## src/rtl/i2c_req_arbiter.sv

```systemverilog
// i2c_req_arbiter
// Shares one i2c_trans write master among N_REQ requesters. It picks a pending
// request, latches that requester's register word and pulses a start. It then
// follows the master's ready handshake and returns done/error to the winner.
// Optional feature macro: I2C_ARB_RR_EN. When it is defined, arbitration is
// round-robin. When it is undefined, arbitration is fixed priority and the
// lowest index wins.
`timescale 1ns/1ps
module i2c_req_arbiter #(
    parameter int N_REQ    = 2,
    parameter int DATA_W   = 16,
    parameter int BUSY_TMO = 255
) (
    input  logic                      i_clk,
    input  logic                      i_rst_n,
    input  logic [N_REQ-1:0]          i_req,
    input  logic [N_REQ*DATA_W-1:0]   i_data,
    output logic [N_REQ-1:0]          o_gnt,
    output logic [N_REQ-1:0]          o_done,
    output logic                      o_err,
    output logic                      o_busy,
    output logic                      o_start,
    output logic [DATA_W-1:0]         o_reg_data,
    input  logic                      i_ready
);

    localparam int IDX_W = (N_REQ > 1) ? $clog2(N_REQ) : 1;
    localparam int CNT_W = $clog2(BUSY_TMO + 1);
    localparam logic [CNT_W-1:0] CNT_MAX = CNT_W'(BUSY_TMO);
    localparam logic [N_REQ-1:0] ONE_HOT0 = N_REQ'(1);

    localparam logic [2:0] S_IDLE      = 3'd0;
    localparam logic [2:0] S_START     = 3'd1;
    localparam logic [2:0] S_WAIT_BUSY = 3'd2;
    localparam logic [2:0] S_WAIT_DONE = 3'd3;
    localparam logic [2:0] S_DONE      = 3'd4;

    logic [2:0]        r_state;
    logic [N_REQ-1:0]  r_gnt;
    logic [N_REQ-1:0]  r_done;
    logic              r_err;
    logic              r_busy;
    logic              r_start;
    logic [DATA_W-1:0] r_reg_data;
    logic [CNT_W-1:0]  r_cnt;

    logic              w_found;
    logic [IDX_W-1:0]  w_win;

`ifdef I2C_ARB_RR_EN
    logic [IDX_W-1:0]  r_ptr;
    logic [IDX_W-1:0]  r_win;

    // Round-robin winner: scan upward from the slot after the last winner, wrapping.
    always_comb begin
        w_found = 1'b0;
        w_win   = '0;
        for (int i = 1; i <= N_REQ; i++) begin
            if (!w_found && i_req[(int'(r_ptr) + i) % N_REQ]) begin
                w_found = 1'b1;
                w_win   = IDX_W'((int'(r_ptr) + i) % N_REQ);
            end
        end
    end
`else
    // Fixed-priority winner: the lowest pending index wins.
    always_comb begin
        w_found = 1'b0;
        w_win   = '0;
        for (int i = N_REQ - 1; i >= 0; i--) begin
            if (i_req[i]) begin
                w_found = 1'b1;
                w_win   = IDX_W'(i);
            end
        end
    end
`endif

    // Transaction sequencer. Every output is a register, so no input reaches an output combinationally.
    always_ff @(posedge i_clk or negedge i_rst_n) begin
        if (!i_rst_n) begin
            r_state    <= S_IDLE;
            r_gnt      <= '0;
            r_done     <= '0;
            r_err      <= 1'b0;
            r_busy     <= 1'b0;
            r_start    <= 1'b0;
            r_reg_data <= '0;
            r_cnt      <= '0;
`ifdef I2C_ARB_RR_EN
            r_ptr      <= IDX_W'(N_REQ - 1);
            r_win      <= '0;
`endif
        end else begin
            case (r_state)
                S_IDLE: begin
                    if (i_ready && w_found) begin
                        r_state    <= S_START;
                        r_start    <= 1'b1;
                        r_busy     <= 1'b1;
                        r_gnt      <= ONE_HOT0 << w_win;
                        r_reg_data <= i_data[int'(w_win)*DATA_W +: DATA_W];
`ifdef I2C_ARB_RR_EN
                        r_win      <= w_win;
`endif
                    end
                end
                S_START: begin
                    r_start <= 1'b0;
                    r_cnt   <= '0;
                    r_state <= S_WAIT_BUSY;
                end
                S_WAIT_BUSY: begin
                    if (!i_ready) begin
                        r_state <= S_WAIT_DONE;
                    end else if (r_cnt == CNT_MAX) begin
                        r_state <= S_DONE;
                        r_done  <= r_gnt;
                        r_err   <= 1'b1;
                    end else begin
                        r_cnt <= r_cnt + 1'b1;
                    end
                end
                S_WAIT_DONE: begin
                    if (i_ready) begin
                        r_state <= S_DONE;
                        r_done  <= r_gnt;
                    end
                end
                S_DONE: begin
                    r_state <= S_IDLE;
                    r_done  <= '0;
                    r_err   <= 1'b0;
                    r_gnt   <= '0;
                    r_busy  <= 1'b0;
`ifdef I2C_ARB_RR_EN
                    r_ptr   <= r_win;
`endif
                end
                default: begin
                    r_state <= S_IDLE;
                    r_done  <= '0;
                    r_err   <= 1'b0;
                    r_gnt   <= '0;
                    r_busy  <= 1'b0;
                    r_start <= 1'b0;
                end
            endcase
        end
    end

    assign o_gnt      = r_gnt;
    assign o_done     = r_done;
    assign o_err      = r_err;
    assign o_busy     = r_busy;
    assign o_start    = r_start;
    assign o_reg_data = r_reg_data;

endmodule

```

## config.mk

```make
export PLATFORM = sky130hd
export DESIGN_NAME = i2c_req_arbiter
export DESIGN_NICKNAME = d
export VERILOG_FILES = /design/src/rtl/i2c_req_arbiter.sv
export SDC_FILE = /design/constraint.sdc
export NUM_CORES = 1
export LEC_CHECK = 0
export BUFFER_PORTS_ARGS = -buffer_cell sky130_fd_sc_hd__buf_2
export CORE_ASPECT_RATIO = 1.4
export CORE_MARGIN = 2
export CORE_UTILIZATION = 45
export CTS_CLUSTER_DIAMETER = 80
export DETAILED_ROUTE_END_ITERATION = 7
export HOLD_SLACK_MARGIN = 0.05
export PLACE_DENSITY_LB_ADDON = 0.1
export SETUP_SLACK_MARGIN = 0.05
export SYNTH_ARGS = -nofsm -noshare
export SYNTH_HDL_FRONTEND = slang
export SYNTH_SLANG_ARGS = --single-unit
```

## constraint.sdc

```tcl
create_clock -name i_clk -period 1.6 [get_ports i_clk]
set_clock_uncertainty 0.05 [all_clocks]
set_input_delay 0.32 -clock i_clk [delete_from_list [all_inputs] [get_ports i_clk]]
set_output_delay 0.32 -clock i_clk [all_outputs]
set_load 0.01 [all_outputs]
```

**Word-level counts from Yosys, hierarchy flattened**

Index checks and enable logic that the tools add are counted.

- Flip-flop bits (word level): 34
- Latch bits: 0
- Memory bits (writable): 0
- Bits in read-only memories: 0
- Input bits: 37
- Output and inout port bits: 23
- Logic and storage cells: 63
- Memories kept: 0

- Add/subtract/negate cells: 1
- Multipliers: 0
- Div/mod/pow operators: 0
- Order comparisons: 0
- Equality and inequality tests: 11
- Shifts and indexed selects: 2
- Mux-type cells: 23
- Bitwise logic cells: 4
- Reductions and logical operators: 14

Operator list:

| operator | count |
|---|---|
| variable part select 32 x 6 -> 16 bit | 1 |
| two-way mux 8 bit | 2 |
| one-hot mux 8 bit (2 select lines) | 1 |
| two-way mux 3 bit | 4 |
| one-hot mux 3 bit (4 select lines) | 1 |
| inequality test 2 bit (second input constant) | 5 |
| AND reduction 3 bit | 3 |
| OR reduction 3 bit | 3 |
| adder 8 x 1 -> 8 bit (second input constant) | 1 |
| equality test 8 bit (second input constant) | 1 |
| two-way mux 2 bit | 4 |
| equality test 3 x 2 -> 1 bit (second input constant) | 2 |
| two-way mux 1 bit | 6 |
| one-hot mux 1 bit (2 select lines) | 3 |
| one-hot mux 2 bit (3 select lines) | 1 |
| AND reduction 2 bit | 3 |
| inverter 1 bit | 4 |
| one-hot mux 2 bit (2 select lines) | 1 |
| AND reduction 4 bit | 1 |
| equality test 3 x 1 -> 1 bit (second input constant) | 1 |
| equality test 3 bit (second input constant) | 1 |
| zero test 3 bit | 1 |
| inequality test 3 bit (second input constant) | 1 |
| nonzero test 2 bit | 1 |
| 3 further kinds | 3 |

**Depth between registers and ports, before layout**

Gate-level depths: netlist of run 1.

- Depth after elaboration: 5
- Gate-level depth with buffers: 6
- Gate-level depth less buffers: 5

**Worst setup path before layout of run 1**

Ideal clock, no wire load.

- Kind: register to register
- Start point: register r_cnt[0]
- End point: register r_cnt[5]
- Arrival time: 1.482 ns
- Data required time: 1.471 ns
- Path slack: -0.011 ns
- Cell stages (with the launch flop): 6
- Period minus slack after synthesis: 1.611 ns
- Cell sequence: dfrtp_1 -> ha_1 -> nand3_1 -> o21ai_2 -> a2111oi_2 -> mux2i_1

- Longest elaborated chain between the ends: 4

RTL lines:

| what | line | source |
|---|---|---|
| from (decl) | 45 | `logic [CNT_W-1:0] r_cnt;` |
| from (signal assigned) | 121 | `r_cnt <= r_cnt + 1'b1;` |
| adder 8 x 1 -> 8 bit | 121 |  |
| two-way mux 8 bit | 116 | `end else if (r_cnt == CNT_MAX) begin` |
| two-way mux 8 bit | 114 | `if (!i_ready) begin` |
| one-hot mux 8 bit (2 select lines) | 95 | `case (r_state)` |

Several ways; a longest one is shown, not always the timed one. The select of a mux whose other input is x is not followed.
A chain may end at the register's enable or synchronous reset.

**Worst setup path in the final report of run 1**

- Start point: register r_cnt[4]
- End point: register r_cnt[3]

- Longest elaborated chain between the ends: 3

RTL lines:

| what | line |
|---|---|
| equality test 8 bit | 116 |
| inequality test 2 bit (no line) | n/a |
| AND reduction 3 bit (no line) | n/a |

No other way between the ends.

==> results of run 1 <==
## power by group through the flow
stage,clock (mW),sequential (mW),combinational (mW)
6_report,0.727,1.44,1.61
5_1_grt,0.777,1.48,1.79
4_1_cts,0.748,1.41,1.44
3_5_place_dp,0,1.41,1.44
3_3_place_gp,0,1.41,1.39
2_1_floorplan,0,1.53,0.781
## layout make-up
cell class / instances / area, µm² / share of cell area [%]
Multi-Input combinational cell: 126 / 933.4 / 37.37
Inverter: 2 / 7.507 / 0.3006
Sequential cell: 34 / 857.1 / 34.32
Tap cell: 43 / 53.80 / 2.154
Timing Repair Buffer: 81 / 535.5 / 21.44
Clock buffer: 8 / 110.1 / 4.409
## timing repair
item / CTS / global route
pin swaps: 2 / 8
hold buffers: 1 / 0
resized for setup: 1 / 19
endpoints found under the hold margin: 16 / 0
setup buffers: 0 / 7
gates cloned: 0 / 2
endpoints found under the setup margin: 2 / 26
## metrics by stage
| step | setup TNS (ns) | utilization [%] | total power, mW | instances | instance area, µm² |
|---|---|---|---|---|---|
| after floorplan | 0 | - | 2.307 | 172 | 1777 |
| after global placement | 0 | 56.63 | 2.802 | 276 | 2181 |
| after detailed placement | 0 | 56.63 | 2.849 | 276 | 2181 |
| after CTS | 0 | 60.07 | 3.599 | 285 | 2313 |
| after global routing | -0.4126 | 64.85 | 4.046 | 294 | 2497 |
| final | -0.06264 | 64.85 | 3.778 | 294 | 2497 |
## critical path: stages, from the launching register on
cell,delay (ns)
dfrtp_1,0.41
nand4_1,0.30
buf_4,0.26
o211ai_1,0.28
xnor2_1,0.12
and2_1,0.15
## final timing paths
| check | start | endpoint | slack [ns] | cells past startpoint |
|---|---|---|---|---|
| min in group asynchronous | i_rst_n | o_reg_data[3] | 0.46 | 2 |
| min | i_data[12] | o_reg_data[12] | 0.28 | 3 |
| min reg2reg | o_busy | o_busy | 0.46 | 2 |
| max in group asynchronous | i_rst_n | r_state[1] | 0.60 | 3 |
| max | r_cnt[4] | r_cnt[3] | -0.06 | 5 |
| max reg2reg | r_cnt[4] | r_cnt[3] | -0.06 | 5 |
## cells in the final DEF, fill, tap and decap left out, types with 2 or more instances in the layout
cell and instances:
nand3_1 2, nand4_1 2, dfrtp_2 5, clkbuf_16 2, a21oi_1 21, nand2_1 10
mux2i_1 25, buf_2 59, nor2_1 24, nor3_1 3, buf_4 16, buf_12 3
clkbuf_8 8, dfrtp_1 29, nand2b_1 10, a2111oi_4 2, inv_1 2
## routing by layer
layer  global-route usage, %  vias up
met5                       0        -
met4                   6.744        0
met3                   4.613        5
met2                   31.38       45
met1                   21.47      737
li1                        -      758
## cell families (layout without fill, tap and decap cells)
kind of cell	count (synthesis)	count (layout)	share of synthesized area [%]
and+or+nand+nor	68	68	20.91
DFF	34	34	48.02
adders and majority gates	1	1	0.7061
xor gates and xnor gates	1	1	0.4944
buffers and inverters	12	91	4.661
muxes	25	25	14.12
AOI/OAI and AO/OA	31	31	11.09
## state kept, by name (all words and copies together) (netlist names)
register / cells
o_gnt: 2
o_done: 2
o_err: 1
r_state: 3
o_busy: 1
o_reg_data: 16
r_cnt: 8
o_start: 1
==> impl_metrics.csv, run 1 <==
group,metric,value,unit
worst_hold_path,hp-class,"input pin to register",
sta,rsz0062_at_grt,"true",
status,violations,"setup timing",
synth,ys_warn_count,0,
clocking,cts_tree,"yes",
sta,holdWs,0.2838,ns
power,p_leak,1.120,nW
critical_path,path_max_fanout,4,
die,die-width,57.03,µm
power,swShare,36.24,%
status,run_status,"finished, violations left",
clocking,cts_inserted_buffers,5,
grt,grt_pass1_wl,6472,µm
clocking,clock_path_buffers,2,
clocking,htree_num_levels,2,
synth,synth_area_leaders,"dfrtp_1 48%, mux2i_1 14%, a21oi_1 6.2%",
grt,track_usage,18.18,%
power,clockPowerShare,19.3,%
clocking,cts_root_buf,"clkbuf_8",
route,drtIter0Drc,78,
die,die_y,78.24,µm
route,post_drt_wl_per_cell,14.23,µm
route,top_layer,"met4",
placement,routabilityCongestion,0.8177,
final_layout,area_delta_synth_final,40.96,%
synth,synth_fp_nets,210,
route,dr_wl_met3,184,µm
clocking,clkLatencyLatePin,0.28,ns
die,rows,27,
die,dieArea,4462,µm²
sta,timing.slew.headroom,73.30,%
critical_path,start_kind,"register",
grt,overflow,0,
route,via_per_inst,5.255,
synth,synth_common_cells,"34 x dfrtp_1, 26 x nor2_1, 25 x mux2i_1, 22 x a21oi_1, 11 x nand2b_1",
power,vdd_drop_max,1070,µV
sta,period_share,103.9,%
synth,synth.lib_cells_used.distinct,36,
power,p_int,2.408,mW
die,initial_core_util,46.00,%
synth,yosys.cell_count.top_type,"dfrtp_1",
power,p_switching,1.369,mW
synth,yosysSeqAreaShare,48.02,%
sta,worst_pin_slew,0.4004,ns
route,wl_met2,2233,µm
synth,ys_ff_latch,34,
synth,synth_area,1772,µm²
route,routed_wl,4183,µm
die,ios,60,
grt,grt_pass1_vias,1501,
critical_path,worstSetupPathType,"register to register",
synth,syn_inst,172,
synth,synthArstFlopShare,100.0,%
route,wl_met1,1714,µm
sta,max_freq,601.5,MHz
route,final_antenna_net_count,0,
synth,synth_flop_cell,"dfrtp_1",
placement,place_ws,0.006810,ns
final_layout,n_fill_cell,322,
power,power_per_cell_area,1513,nW/µm²
clocking,cts.clk_slew.worst_paths,0.06,ns
grt,grt_start_max_net_pins,33,
placement,dp_hpwl,2828,µm
critical_path,crit_required,1.72,ns
sta,finalSetupViolCount,1,
final_layout,fin_nets,288,
sta,fin_crit,1.663,ns
grt,antenna_found_initial,0,
critical_path,endpoint_kind,"register",
final_layout,diodes,0,
sta,maxSlewViolCount,0,
final_layout,drive_above_1_share,44.22,%
critical_path,arrival,1.78,ns
synth,synth_edf_count,0,
job,drv_cap,0,
die,design.core.area,3851,µm²
route,dr.pass1.iters,4,
route,vias,1545,
synth,avgSynthCellArea,10.30,µm²
synth,yosysTopAreaCellShare,48.02,%
synth,yosysTopAreaCell,"dfrtp_1",
sta,fin_ws,-0.06264,ns
placement,portBuffers,59,
route,drc,0,
power,seq_power_share,38.0,%
clocking,cts.sinks,34,
power,combinationalPowerShare,42.8,%
sta,hold_violations,0,
Note: power is estimated with default switching activity, not from simulation.
==> run 2, diff against run 1 <==
--- a/config.mk
+++ b/config.mk
@@ -6,9 +6,11 @@
 export NUM_CORES = 1
 export LEC_CHECK = 0
 export BUFFER_PORTS_ARGS = -buffer_cell sky130_fd_sc_hd__buf_2
+export CELL_PAD_IN_SITES_DETAIL_PLACEMENT = 1
+export CELL_PAD_IN_SITES_GLOBAL_PLACEMENT = 1
 export CORE_ASPECT_RATIO = 1.4
 export CORE_MARGIN = 2
-export CORE_UTILIZATION = 45
+export CORE_UTILIZATION = 34
 export CTS_CLUSTER_DIAMETER = 80
 export DETAILED_ROUTE_END_ITERATION = 7
 export HOLD_SLACK_MARGIN = 0.05
==> impl_metrics.csv, run 2 (synthesized netlist as in run 1, its figures left out) <==
group,metric,value,unit
clocking,cts_tree,"yes",
job,drv_cap,0,
critical_path,start_kind,"register",
placement,dp_cells,300,
final_layout,layout_commonest_cell,"buf_2",
die,initial_core_util,34.87,%
worst_hold_path,hold_end,"o_reg_data[6]",
final_layout,drive_above_1_share,47.06,%
final_layout,diodes,0,
sta,finalSetupViolCount,0,
route,final_antenna_net_count,0,
clocking,cts.sinks,34,
route,post_drt_wl_per_cell,15.34,µm
grt,grt_pass1_vias,1701,
die,die_y,89.41,µm
critical_path,path_max_fanout,7,
critical_path,reg2reg_depth,4,
critical_path,crit_chain,"and3b_2 -> o21ai_4 -> a2111oi_4 -> mux2i_1",
grt,antenna_found_initial,0,
worst_hold_path,holdPathStages,3,
sta,timing.slew.headroom,69.34,%
grt,grt_pass1_wl,7893,µm
grt,grt_start_max_net_pins,35,
final_layout,largest_reg_flops,16,
die,design.core.area,5081,µm²
clocking,cts_inserted_buffers,5,
critical_path,endpoint_kind,"register",
sta,rsz0062_at_grt,"true",
critical_path,worstSetupPathType,"register to register",
sta,hold_violations,0,
sta,worst_pin_slew,0.4599,ns
clocking,clkLatencyLatePin,0.28,ns
final_layout,final_util,49.89,%
power,p_leak,1.125,nW
critical_path,r2r_end,"r_cnt[5]",
final_layout,fin_nets,292,
grt,overflow,0,
final_layout,area_delta_synth_final,43.08,%
sta,maxSlewViolCount,0,
die,dieArea,5813,µm²
route,drtIter0Drc,76,
placement,portBuffers,59,
final_layout,multiInputGateArea,949.7,µm²
critical_path,reg2reg_from,"r_state[0]",
final_layout,area.sequential,855.8,µm²
route,routed_wl,4925,µm
worst_hold_path,hp-class,"input pin to register",
route,drc,0,
route,via_per_inst,4.984,
critical_path,arrival,1.70,ns
placement,routabilityCongestion,0.7770,
status,run_status,"finished clean",
route,dr.pass1.iters,4,
clocking,cts.clk_slew.worst_paths,0.07,ns
final_layout,n_fill_cell,597,
die,ios,60,
critical_path,r2r_setup_slack,0.05,ns
critical_path,cp_top_family,"compound AO/OA/AOI/OAI gates",
worst_hold_path,min-delay-start,"i_data[6]",
power,power_per_cell_area,1506,nW/µm²
die,rows,31,
power,vdd_drop_max,539.8,µV
final_layout,layout_common_cells,"59 x buf_2, 30 x dfrtp_1, 25 x mux2i_1",
critical_path,max_stage_delay,0.45,ns
placement,dp_hpwl,3442,µm
sta,setup-tns-final,0,ns
sta,period_share,96.72,%
sta,max_freq,646.2,MHz
final_layout,finalNonFillerCells,321,
route,vias,1600,
die,die-width,65.01,µm
clocking,htree_num_levels,2,
sta,fin_crit,1.548,ns
critical_path,crit_required,1.76,ns
critical_path,crit_buf_inv,0,
clocking,clock_path_buffers,2,
grt,track_usage,17.68,%
critical_path,cpMaxStageDelayCell,"dfrtp_2",
clocking,cts_root_buf,"clkbuf_8",
[run 2: what timing repair did]
item                                    in CTS  in global routing
hold endpoints to repair                    34                  0
endpoints found under the setup margin       5                 26
cloned                                       0                  1
hold buffers                                 1                  0
pin swaps                                    4                  4
setup buffers                                1                 10
gates resized for setup                      6                 20
[run 2: final cells by class]
type / instances / area share, %
Tap cell: 66 / 3.258
Clock buffer: 7 / 3.406
Inverter: 2 / 0.2962
Timing Repair Buffer: 85 / 21.62
Multi-Input combinational cell: 126 / 37.46
Sequential cell: 34 / 33.76
Clock inverter: 1 / 0.1974
[run 2: metrics by stage]
stage	hold WS (ns)	setup slack, ns	instance area (µm²)	total power, mW
6_report	0.2801	0.05244	2535	3.817
5_1_grt	0.2926	-0.01083	2535	4.117
4_1_cts	0.2671	0.04673	2361	3.641
3_5_place_dp	0.3427	-0.02222	2217	2.922
3_3_place_gp	0.3307	0.05445	2217	2.848
2_1_floorplan	-0.02559	0.03713	1777	2.307
[run 2: report_power, final]
| group | switching [mW] | internal [mW] |
|---|---|---|
| clock | 0.306 | 0.347 |
| combinational | 0.883 | 0.836 |
| sequential | 0.248 | 1.20 |
| total | 1.44 | 2.38 |
[run 2: worst min-delay path: stages]
cell	delay (ns)
buf_2	0.07
mux2i_1	0.05
a21oi_1	0.13
[run 2: worst max path at each step]
| stage | cells after the start | slack [ns] | endpoint | from |
|---|---|---|---|---|
| 6_report | 4 | 0.05 | r_cnt[5] | r_state[0] |
| 5_1_grt | 4 | -0.01 | r_cnt[5] | r_state[0] |
| 4_1_cts | 5 | 0.05 | r_cnt[6] | r_cnt[1] |
| 3_5_place_dp | 5 | -0.02 | r_cnt[5] | r_cnt[1] |
| 3_3_place_gp | 5 | 0.05 | r_cnt[6] | r_cnt[1] |
| 2_1_floorplan | 5 | 0.04 | r_cnt[5] | r_cnt[0] |
[run 2: metal layers]
metal	vias to the layer above	GRT usage [%]	share of wire (%)
li1	764	-	-
met1	783	20.32	41
met2	46	31.21	53
met3	7	4.282	4.4
met4	0	7.955	2.1
met5	-	0	0
